### src/rtl/fetch_ctrl_pkg.sv
// Shared encodings and constants for the instruction-fetch sequencer.
package fetch_ctrl_pkg;

    localparam int FC_ADDR_W      = 16;
    localparam int FC_INSTR_W     = 32;
    localparam int PC_STEP        = 4;
    localparam int FC_STATE_WIDTH = 2;

    typedef enum logic [FC_STATE_WIDTH-1:0] {
        FC_IDLE = 2'd0,
        FC_RUN  = 2'd1,
        FC_HALT = 2'd2
    } fc_state_e;

endpackage

### src/rtl/fetch_buf.sv
// Small synchronous first-word-fall-through FIFO holding fetched {instr, pc}.
// The head entry is visible on rd_data whenever empty is low; flush wins over push.
module fetch_buf #(
    parameter int WIDTH = 48,
    parameter int DEPTH = 2
) (
    input  logic             clk,
    input  logic             rst,
    input  logic             push,
    input  logic             pop,
    input  logic             flush,
    input  logic [WIDTH-1:0] wr_data,
    output logic [WIDTH-1:0] rd_data,
    output logic             full,
    output logic             empty
);

    localparam int PTR_W = (DEPTH > 1) ? $clog2(DEPTH) : 1;
    localparam int CNT_W = $clog2(DEPTH) + 1;

    logic [WIDTH-1:0] mem [DEPTH];
    logic [PTR_W-1:0] rd_ptr;
    logic [PTR_W-1:0] wr_ptr;
    logic [CNT_W-1:0] count;
    logic             do_push;
    logic             do_pop;

    assign full    = (count == CNT_W'(DEPTH));
    assign empty   = (count == '0);
    assign do_pop  = pop & ~empty;
    assign do_push = push & (~full | do_pop);
    assign rd_data = mem[rd_ptr];

    // Storage write; entries need no reset because count gates visibility.
    always_ff @(posedge clk) begin
        if (do_push && !flush) begin
            mem[wr_ptr] <= wr_data;
        end
    end

    // Pointer and occupancy bookkeeping, with flush emptying the buffer.
    always_ff @(posedge clk) begin
        if (rst || flush) begin
            rd_ptr <= '0;
            wr_ptr <= '0;
            count  <= '0;
        end else begin
            if (do_push) begin
                wr_ptr <= wr_ptr + 1'b1;
            end
            if (do_pop) begin
                rd_ptr <= rd_ptr + 1'b1;
            end
            if (do_push && !do_pop) begin
                count <= count + 1'b1;
            end else if (do_pop && !do_push) begin
                count <= count - 1'b1;
            end
        end
    end

endmodule

### src/rtl/fetch_ctrl.sv
// Instruction-fetch sequencer: owns the PC, the run/halt/idle FSM and the
// fetch decision; fetched words queue in fetch_buf toward decode.
module fetch_ctrl
    import fetch_ctrl_pkg::*;
#(
    parameter int                ADDR_W    = FC_ADDR_W,
    parameter int                INSTR_W   = FC_INSTR_W,
    parameter logic [ADDR_W-1:0] RESET_PC  = '0,
    parameter int                BUF_DEPTH = 2
) (
    input  logic                      clk,
    input  logic                      rst,
    input  logic                      start,
    input  logic                      halt,
    input  logic                      redirect_valid,
    input  logic [ADDR_W-1:0]         redirect_pc,
    output logic [ADDR_W-1:0]         imem_addr,
    output logic                      imem_re,
    input  logic [INSTR_W-1:0]        imem_instr,
    output logic                      out_valid,
    input  logic                      out_ready,
    output logic [INSTR_W-1:0]        out_instr,
    output logic [ADDR_W-1:0]         out_pc,
    output logic [FC_STATE_WIDTH-1:0] state_o,
    output logic                      misalign_err
);

    fc_state_e           state;
    fc_state_e           state_next;
    logic [ADDR_W-1:0]   pc;
    logic                pop;
    logic                push;
    logic                misaligned;
    logic                buf_full;
    logic                buf_empty;
    logic [INSTR_W+ADDR_W-1:0] head;

    assign misaligned = redirect_valid & (redirect_pc[1:0] != 2'b00);
    assign out_valid  = ~buf_empty;
    assign pop        = out_valid & out_ready;
    assign push       = (state == FC_RUN) & ~redirect_valid & ~halt & (~buf_full | pop);
    assign imem_re    = push;
    assign imem_addr  = pc;
    assign out_instr  = head[INSTR_W+ADDR_W-1:ADDR_W];
    assign out_pc     = head[ADDR_W-1:0];
    assign state_o    = state;

    fetch_buf #(
        .WIDTH(INSTR_W + ADDR_W),
        .DEPTH(BUF_DEPTH)
    ) u_buf (
        .clk    (clk),
        .rst    (rst),
        .push   (push),
        .pop    (pop),
        .flush  (redirect_valid),
        .wr_data({imem_instr, pc}),
        .rd_data(head),
        .full   (buf_full),
        .empty  (buf_empty)
    );

    // State register.
    always_ff @(posedge clk) begin
        if (rst) begin
            state <= FC_IDLE;
        end else begin
            state <= state_next;
        end
    end

    // Next state: a redirect outranks halt/start, and a bad target parks the sequencer.
    always_comb begin
        state_next = state;
        if (redirect_valid) begin
            if (misaligned) begin
                state_next = FC_HALT;
            end
        end else begin
            case (state)
                FC_IDLE: if (start)          state_next = FC_RUN;
                FC_RUN:  if (halt)           state_next = FC_HALT;
                FC_HALT: if (start && !halt) state_next = FC_RUN;
                default:                     state_next = FC_IDLE;
            endcase
        end
    end

    // PC advances on each fetch and reloads on an aligned redirect.
    always_ff @(posedge clk) begin
        if (rst) begin
            pc <= RESET_PC;
        end else if (redirect_valid) begin
            if (!misaligned) begin
                pc <= redirect_pc;
            end
        end else if (push) begin
            pc <= pc + ADDR_W'(PC_STEP);
        end
    end

    // Sticky misalignment flag, cleared only by reset.
    always_ff @(posedge clk) begin
        if (rst) begin
            misalign_err <= 1'b0;
        end else if (misaligned) begin
            misalign_err <= 1'b1;
        end
    end

endmodule
### config.mk
export PLATFORM = sky130hd
export DESIGN_NAME = fetch_ctrl
export DESIGN_NICKNAME = d
export VERILOG_FILES = /design/src/rtl/fetch_ctrl_pkg.sv /design/src/rtl/fetch_buf.sv /design/src/rtl/fetch_ctrl.sv
export SDC_FILE = /design/constraint.sdc
export NUM_CORES = 1
export LEC_CHECK = 0
export CAP_MARGIN = 20
export CORE_UTILIZATION = 45
export CTS_BUF_LIST = sky130_fd_sc_hd__clkbuf_4
export CTS_CLUSTER_SIZE = 28
export DETAILED_ROUTE_END_ITERATION = 8
export GPL_TIMING_DRIVEN = 1
export PLACE_DENSITY_LB_ADDON = 0.05
export SLEW_MARGIN = 15
export SYNTH_ARGS = -nofsm -noshare
export SYNTH_HDL_FRONTEND = slang
export SYNTH_HIERARCHICAL = 1
export SYNTH_SLANG_ARGS = --single-unit
export TNS_END_PERCENT = 100
### constraint.sdc
create_clock -name clk -period 7.55 [get_ports clk]
set_input_delay 1.51 -clock clk [delete_from_list [all_inputs] [get_ports clk]]
set_output_delay 1.51 -clock clk [all_outputs]
set_load 0.02 [all_outputs]
== Word level (Yosys, flattened, before mapping) ==
Memories as Yosys holds them, arrays and structs flattened. A register that Yosys moved wholly into a read port is not among the register bits.
Cells that the tools add are included.

* RAM bits: 96
* Memories kept: 1
* Input bits: 54
* Logic and storage cells: 64
* Output and inout bits: 69
* Flip-flop bits (word level): 23

{| class="wikitable"
|+ Memories
! name !! words !! bits a word !! read ports !! clocked after memory_dff !! wr ports !! line !! source
|-
| u_buf.mem || 2 || 48 || 1 || 1 || 1 || fetch_buf.sv:21 || <nowiki>logic [WIDTH-1:0] mem [DEPTH];</nowiki>
|}

* Eq/ne operators: 8
* Add/sub/neg operators: 5
* Bitwise operators: 13
* Reduce and logical (&&, ||, !) cells: 16
* Mux-type cells: 15

{| class="wikitable"
|+ Operators by type and width
! cell !! number
|-
| 2-to-1 mux 16 bit || 3
|-
| adder 16 x 3 -> 16 bit (second input constant) || 1
|-
| 2-to-1 mux 2 bit || 7
|-
| != test 3 bit (second input constant) || 3
|-
| bitwise AND 1 bit || 7
|-
| case mux 2 bit (3 select lines) || 1
|-
| nonzero test 2 bit || 3
|-
| equality test 2 bit (second input constant) || 2
|-
| logical AND 1 bit || 4
|-
| logical NOT 1 bit || 4
|-
| logical NOT 2 bit || 2
|-
| 2-to-1 mux 1 bit || 4
|-
| inverter 1 bit || 4
|-
| AND reduction 4 bit || 1
|-
| adder 1 bit (second input constant) || 2
|-
| adder 2 x 1 -> 2 bit (second input constant) || 1
|-
| equality test 2 x 1 -> 1 bit (second input constant) || 1
|-
| != test 2 x 1 -> 1 bit (second input constant) || 1
|-
| != test 2 bit (second input constant) || 1
|-
| OR 1 bit || 2
|-
| AND reduction 2 bit || 1
|-
| subtractor 2 x 1 -> 2 bit (second input constant) || 1
|-
| logical OR 1 bit || 1
|}

== Longest topological paths before layout ==
Gate-level depths: netlist of the first run.

* Word-level depth: 10
* Mapped depth: 11
* Mapped depth without buffers: 10

== Cells and area by module ==
The synthesis of the first run kept the hierarchy.

{| class="wikitable"
|+ Modules (own cells, without submodules)
! module !! cells an instance !! area each (um2) !! instances !! seq. area each (um2)
|-
| fetch_buf || 176 || 3701.0 || 1 || 2982.9
|-
| fetch_ctrl || 154 || 1173.6 || 1 || 380.4
|}

== Least setup slack after synthesis of the first run ==
Ideal clock, no wire load.

* Path kind: input port to flip-flop
* Start: in out_ready
* End: mem u_buf.mem[1][0], enable pin
* Path slack: 0.990 ns
* Data required time: 7.026 ns
* Arrival time: 6.037 ns
* Stages: 6
* Path buffers: 1
* Library setup time: 0.524 ns
* Cells stage by stage: nand2b_1 > a2111o_1 > buf_2 > inv_1 > o21ai_2 > nor3b_1

* Longest elaborated chain between the ends: 7
* Elaborated cells between the ends (all ways): 9
* Those cells by class: 2 x mux; 6 x bitwise; 1 x reduce/logical

{| class="wikitable"
|+ Ends and longest elaborated chain
! what !! line !! source
|-
| from (decl) || fetch_ctrl.sv:21 || <nowiki>input logic out_ready,</nowiki>
|-
| bitwise AND 1 bit || fetch_ctrl.sv:40 || <nowiki>assign pop = out_valid & out_ready;</nowiki>
|-
| OR 1 bit || fetch_ctrl.sv:41 || <nowiki>assign push = (state == FC_RUN) & ~redirect_valid & ~halt & (~buf_full | pop);</nowiki>
|-
| bitwise AND 1 bit || fetch_ctrl.sv:41 ||
|-
| via imem_re || fetch_ctrl.sv:18 || <nowiki>output logic imem_re,</nowiki>
|-
| bitwise AND 1 bit || fetch_buf.sv:31 || <nowiki>assign do_push = push & (~full | do_pop);</nowiki>
|-
| logical AND 1 bit || fetch_buf.sv:36 || <nowiki>if (do_push && !flush) begin</nowiki>
|-
| 2-to-1 mux 1 bit || fetch_buf.sv:36 ||
|-
| 2-to-1 mux 1 bit (not written as such) || fetch_buf.sv:37 || <nowiki>mem[wr_ptr] <= wr_data;</nowiki>
|-
| to (decl) || fetch_buf.sv:21 ||
|}

The timed path passes the listed nets, and every way through them passes these cells.

== Worst setup path in the final report of the first run ==
* Start: in redirect_valid
* End: out imem_re

* Longest elaborated chain between the ends: 4

{| class="wikitable"
|+ Ends and longest elaborated chain
! what !! line !! source
|-
| from (decl) || fetch_ctrl.sv:15 || <nowiki>input logic redirect_valid,</nowiki>
|-
| inverter 1 bit || fetch_ctrl.sv:41 ||
|-
| bitwise AND 1 bit (3 in a row) || fetch_ctrl.sv:41 ||
|-
| to (decl) || fetch_ctrl.sv:18 ||
|}

No other way between the ends.

==> reports/metrics.cfg, run 1 <==
[clocking]
cts_max_level=4
cts_root_buf=clkbuf_4
postCtsSetupBuffers=0
cts-buffers-inserted=17
ctsHoldBuffers=0
cts_tree=built
cts_buffer_depth=2
clk_latency_ps=490
path_clk_slew_ps=110
cts.sinks=120
cts_resized=0

[floorplan]
die_w_um=106
die_area_mm2=0.0113
die_h_um=106
rows=37
pin_count=123
coreArea_mm2=0.0104
initial_core_util_pct=46.8

[synth]
avgSynthCellArea_um2=14.8
synth_edf_count=96
ys.flop_type=edfxtp_1
syn_area_mm2=0.00487
postSynthNetCount=386
syn_inst=330
yosysMostFrequentCell=edfxtp_1
ys_warn_count=6
yosysSeqAreaShare_pct=69.0
synth_common_cells=edfxtp_1 (96), mux2_2 (28), dfxtp_1 (24), mux2_1 (20)
synth-seq-cells=120
synth_top_area_share_pct=59.1
yosysTopAreaCell=edfxtp_1
synth_cell_types=42
synthTopCellsByArea=edfxtp_1 (59%), dfxtp_1 (9.9%), mux2_2 (6.5%)
synthArstFlopShare_pct=0

[cells_and_area]
synthToLayoutAreaGrowth_pct=34.9
nets=515
n_fill_cell=822
diodes=0
drive_gt1_share_pct=14.4

[worst_setup_path]
crit_slowest_cell=clkdlybuf4s50_1
worstSetupPathType=in -> out
cp-end-kind=output pin
crit_family=buffers and inverters
cp_cell_sequence=clkdlybuf4s50_1 > buf_4 > a2111o_1 > inv_1 > clkdlybuf4s50_1
crit_top_cell=clkdlybuf4s50_1
path_max_fanout=42
critical_path_arrival_ps=3750
cp_slowest_stage_delay_ps=610
path_buf_inv=4
r2r_start=u_buf/count[0]
r2r_cells=7
start_kind=input port
worstReg2RegEnd=u_buf/mem[1][36]
regToRegSetupSlack_ps=4570
cp.required_ps=6040

[sta]
setup_viol=0
fmax_mhz=190
final.period_utilization_pct=69.7
worst_pin_slew_ps=684
slew_violations=0
max_slew_margin_pct=54.4
layout_setup_ws_ps=2290
hold_viol=0
tns_ps=0
rsz0062_at_grt=no
skew_ps=24.9
period_needed_ps=5260

[outcome]
outcome=complete, no violations

[global_route]
globalRoute.busiestLayer=met2
use_met3_pct=5.58
overflow=0
grt_max_degree=49
grt_pass1_wl_um=15500
antenna_found_initial=0
grt_use_met1_pct=23.1
grt_use_total_pct=18.1
first_global_vias=3125
met2_usage_pct=28.8

[hold_path]
hold_start=misalign_err
min_to=misalign_err
hold_depth=2
hold_path.class=reg -> reg

[placement]
port_buffers=122
place_congestion=0.821
place_ws_ps=2310
hpwl_um=6230

[power]
irDropWorstVdd_mv=0.0922
powerDensity_mw_per_mm2=203
power.leakage_nw=2.20

[detailed_routing]
viasPerCell=5.25
drc=0
dr_total_vias=3195
antenna_left=0
drtIter0Drc=127
wl_per_cell_um=16.0
wl_um=9760
drt_pass1_iterations=4

[flow_run]
max_cap_viol_count=0

==> metal layers <==
metal	part of all wire, %	wire, um	up-vias
li1	-	-	1543
met1	45	4360	1532
met2	49	4760	113
met3	5.9	574	7
met4	0.69	67	0
met5	0	0	-
==> worst reg2reg max path, stage by stage (launching register included) <==
cell	delay, ps
dfxtp_1	440
nor2_1	70
nand2b_1	170
a2111o_1	680
inv_1	320
o21ai_2	150
nor3b_2	190
buf_4	550
==> layout make-up <==
cell class | instances | area (um2) | area share [%]
sequential | 120 | 3360 | 51.2
multi-input combinational | 185 | 1410 | 21.4
timing repair buffer | 128 | 1270 | 19.3
clock inverter | 14 | 205 | 3.12
tap | 136 | 170 | 2.59
clock buffer | 18 | 135 | 2.06
inverter | 7 | 26.3 | 0.400
==> worst max path at each step <==
stage                               from  slack, ps         endpoint  cells after the start
after CTS                 redirect_valid       2300          imem_re                      5
after global routing      redirect_valid       2190          imem_re                      5
after floorplan                out_ready        990  u_buf/mem[1][0]                      6
final                     redirect_valid       2290          imem_re                      5
after global placement    redirect_valid       2350          imem_re                      5
after detailed placement  redirect_valid       2310          imem_re                      5
==> through the flow <==
step	power, mW	cells	util [%]	hold WS [ps]	instance area, um2
2_1_floorplan	0.771	330	-	456	4870
3_3_place_gp	0.821	576	59.9	456	6230
3_5_place_dp	0.823	576	59.9	464	6230
4_1_cts	1.35	608	63.1	482	6580
5_1_grt	1.39	608	63.1	503	6580
6_report	1.34	608	63.1	477	6580
==> layout by cell type, fill, tap and decap left out, types with 3 or more instances in the layout <==
master           synthesis  routed
bufinv_16                0       5
nor2b_1                  3       3
nor3b_1                  6       5
nand3_1                  9       9
nor3_1                   9       8
clkinv_2                 0       3
xor2_1                   3       3
o32ai_1                  7       7
a31oi_1                  9       9
clkdlybuf4s50_1          0     122
a21oi_1                 14      14
buf_4                    0       6
or4_1                    4       4
edfxtp_1                96      96
mux2_2                  28      28
and2_1                   5       5
nand2b_1                11      11
o21ai_0                  3       3
nand2_1                  7       7
nor2_1                  14      14
a32oi_1                  3       3
inv_1                    7       7
clkbuf_4                 0      18
and3_1                   3       3
mux2_1                  20      20
or3_1                    3       3
dfxtp_1                 24      23
==> logic make-up after synthesis <==
kind of cell / Yosys count / share of synthesized area, %
buffers and inverters: 25 / 2.34
DFF: 120 / 69.0
xor gates and xnor gates: 3 / 0.539
muxes: 49 / 11.3
and+or+nand+nor: 81 / 9.29
adders and majority gates: 2 / 0.513
AOI/OAI and AO/OA: 50 / 7.03
==> registers in the layout, summed over array words and instances (netlist names), named ones only <==
signal,flops
misalign_err,1
state_o,2
u_buf/wr_ptr,1
u_buf/mem,96
imem_addr,16
u_buf/count,2
u_buf/rd_ptr,1
==> report_power, final <==
group	total [mW]	internal, mW	switching [mW]
clock	0.529	0.297	0.232
combinational	0.0806	0.0461	0.0345
sequential	0.727	0.718	0.00908
(Power assumes the default switching activity.)
==> run 2, diff against run 1 <==
==> constraint.sdc (replaced) <==
create_clock -name clk -period 4.59 [get_ports clk]
set_input_delay 0.918 -clock clk [delete_from_list [all_inputs] [get_ports clk]]
set_output_delay 0.918 -clock clk [all_outputs]
set_load 0.02 [all_outputs]
==> run 2 against run 1 <==
  * Cell count rose by 0.49%
  * Sequential power grew 65%
  * Wire length is 3.4% higher
  * Clock power up 83%
  * Power increased by 72%
  * Clock skew down 4.5 ps
  * Core utilization grew 0.61 points
==> reports/metrics.cfg, run 2 (synthesized netlist as in run 1, its figures left out) <==
[worst_setup_path]
r2r_start=u_buf/count[0]
r2r_cells=7
worstSetupPathType=in -> out
start_kind=input port
cp.required_ps=3670
cp_slowest_stage_delay_ps=660
cp-end-kind=output pin
setup.worst_path.start=out_ready
path_max_fanout=6
critical_path_arrival_ps=2720
worstReg2RegEnd=u_buf/mem[1][18]
crit_family=buffers and inverters
regToRegSetupSlack_ps=2200
crit_slowest_cell=clkdlybuf4s50_1
crit_top_cell=clkdlybuf4s50_1
path_buf_inv=3
cp_cell_sequence=clkdlybuf4s50_1 > nand2b_1 > a2111o_1 > inv_1 > clkdlybuf4s50_1

[hold_path]
hold_path.class=reg -> reg
hold_start=misalign_err
hold_depth=2
min_to=misalign_err

[placement]
port_buffers=122
hpwl_um=6560
place_congestion=0.829
dpl.cell_count=578

[power]
powerDensity_mw_per_mm2=346
p_sw_uw=482
internal-power_mw=1.81
finalPower_mw=2.29
p_clk_share_pct=42.1
irDropWorstVdd_mv=0.246
sw_frac_of_total_pct=21.0
p_comb_share_pct=5.8
p_seq_share_pct=52.1
power.leakage_nw=2.24

[cells_and_area]
synthToLayoutAreaGrowth_pct=36.2
largest_reg_flops=96
stdcell_count=611
drive_gt1_share_pct=15.2
final_cell_mix=clkdlybuf4s50_1 (121), edfxtp_1 (96), mux2_2 (28)
layout_commonest_cell=clkdlybuf4s50_1
nets=517
largest-register=u_buf/mem

[sta]
skew_ps=20.4
setup_viol=0
hold_viol=0
final.period_utilization_pct=79.2
rsz0062_at_grt=no
slew_violations=0
period_needed_ps=3640
fmax_mhz=275
tns_ps=0
max_slew_margin_pct=56.3
worst_pin_slew_ps=656

[clocking]
ctsHoldBuffers=0
cts_tree=built
postCtsSetupBuffers=0
cts_max_level=4
cts-buffers-inserted=17
cts_root_buf=clkbuf_4
path_clk_slew_ps=110
cts_buffer_depth=2
cts_resized=0
clk_latency_ps=490
cts.sinks=120

[detailed_routing]
wl_um=10100
dr_total_vias=3256
wl_per_cell_um=16.5
drt_pass1_iterations=4
drc=0
antenna_left=0
drtIter0Drc=269
viasPerCell=5.33

[floorplan]
pin_count=123
die_w_um=106
die_h_um=106
die_area_mm2=0.0113
coreArea_mm2=0.0104
initial_core_util_pct=46.8
rows=37

[outcome]
outcome=complete, no violations

[global_route]
antenna_found_initial=1
first_global_vias=3220
overflow=0
grt_max_degree=42
grt_use_total_pct=19.1
grt_pass1_wl_um=16300

[flow_run]
max_cap_viol_count=0

run 2: cell types whose count changed in the layout (fill, tap and decap cells not counted), sizes merged:
| cell | change |
|---|---|
| inv | +4 |
| clkinv | -4 |
| buf | +3 |
| clkinvlp | -1 |
| clkdlybuf4s50 | -1 |
| bufinv | +1 |
| diode | +1 |
run 2: per-stage QoR:
step | hold slack [ps] | area (um2) | worst slack (ps) | util, %
after global placement | 436 | 6260 | 959 | 60.1
after CTS | 465 | 6640 | 909 | 63.8
after detailed placement | 445 | 6260 | 943 | 60.1
after floorplan | 465 | 4880 | 323 | -
after global routing | 501 | 6640 | 822 | 63.7
final | 462 | 6640 | 954 | 63.7
run 2: worst max-delay path by stage:
stage	end	slack, ps	depth (start not counted)
after floorplan	u_buf/mem[1][0]	320	6
after global placement	imem_re	960	5
after detailed placement	imem_re	940	5
after CTS	out_instr[29]	910	3
after global routing	imem_re	820	5
final	imem_re	950	5
run 2: area by class of cell:
type / count / area (um2)
fillers: 841 / 3780
flip-flops and latches: 120 / 3360
multi-input cells: 185 / 1420
repair buffers: 130 / 1280
clock inverters: 14 / 244
well taps: 136 / 170
clock buffers: 18 / 135
inverters: 7 / 26.3
diodes: 1 / 2.50
run 2: routing by layer:
metal | global-route usage (%) | vias up | part of all wire (%)
li1 | - | 1557 | -
met1 | 23.6 | 1572 | 43
met2 | 31.3 | 118 | 50
met3 | 5.95 | 9 | 6.6
met4 | 7.74 | 0 | 1.1
met5 | 0 | - | 0
run 2: worst reg2reg max path, stage by stage (launching register included):
cell	delay, ps
dfxtp_1	440
nor2_1	70
nand2b_1	150
a2111o_1	430
inv_1	190
o21ai_2	180
nor3b_4	220
buf_4	360
run 2: power by group through the flow:
| stage | registers [mW] | clock network, mW | logic (mW) |
|---|---|---|---|
| 2_1_floorplan | 1.23 | 0 | 0.0422 |
| 3_3_place_gp | 1.22 | 0 | 0.130 |
| 3_5_place_dp | 1.22 | 0 | 0.133 |
| 4_1_cts | 1.20 | 0.987 | 0.134 |
| 5_1_grt | 1.20 | 1.04 | 0.143 |
| 6_report | 1.20 | 0.966 | 0.132 |
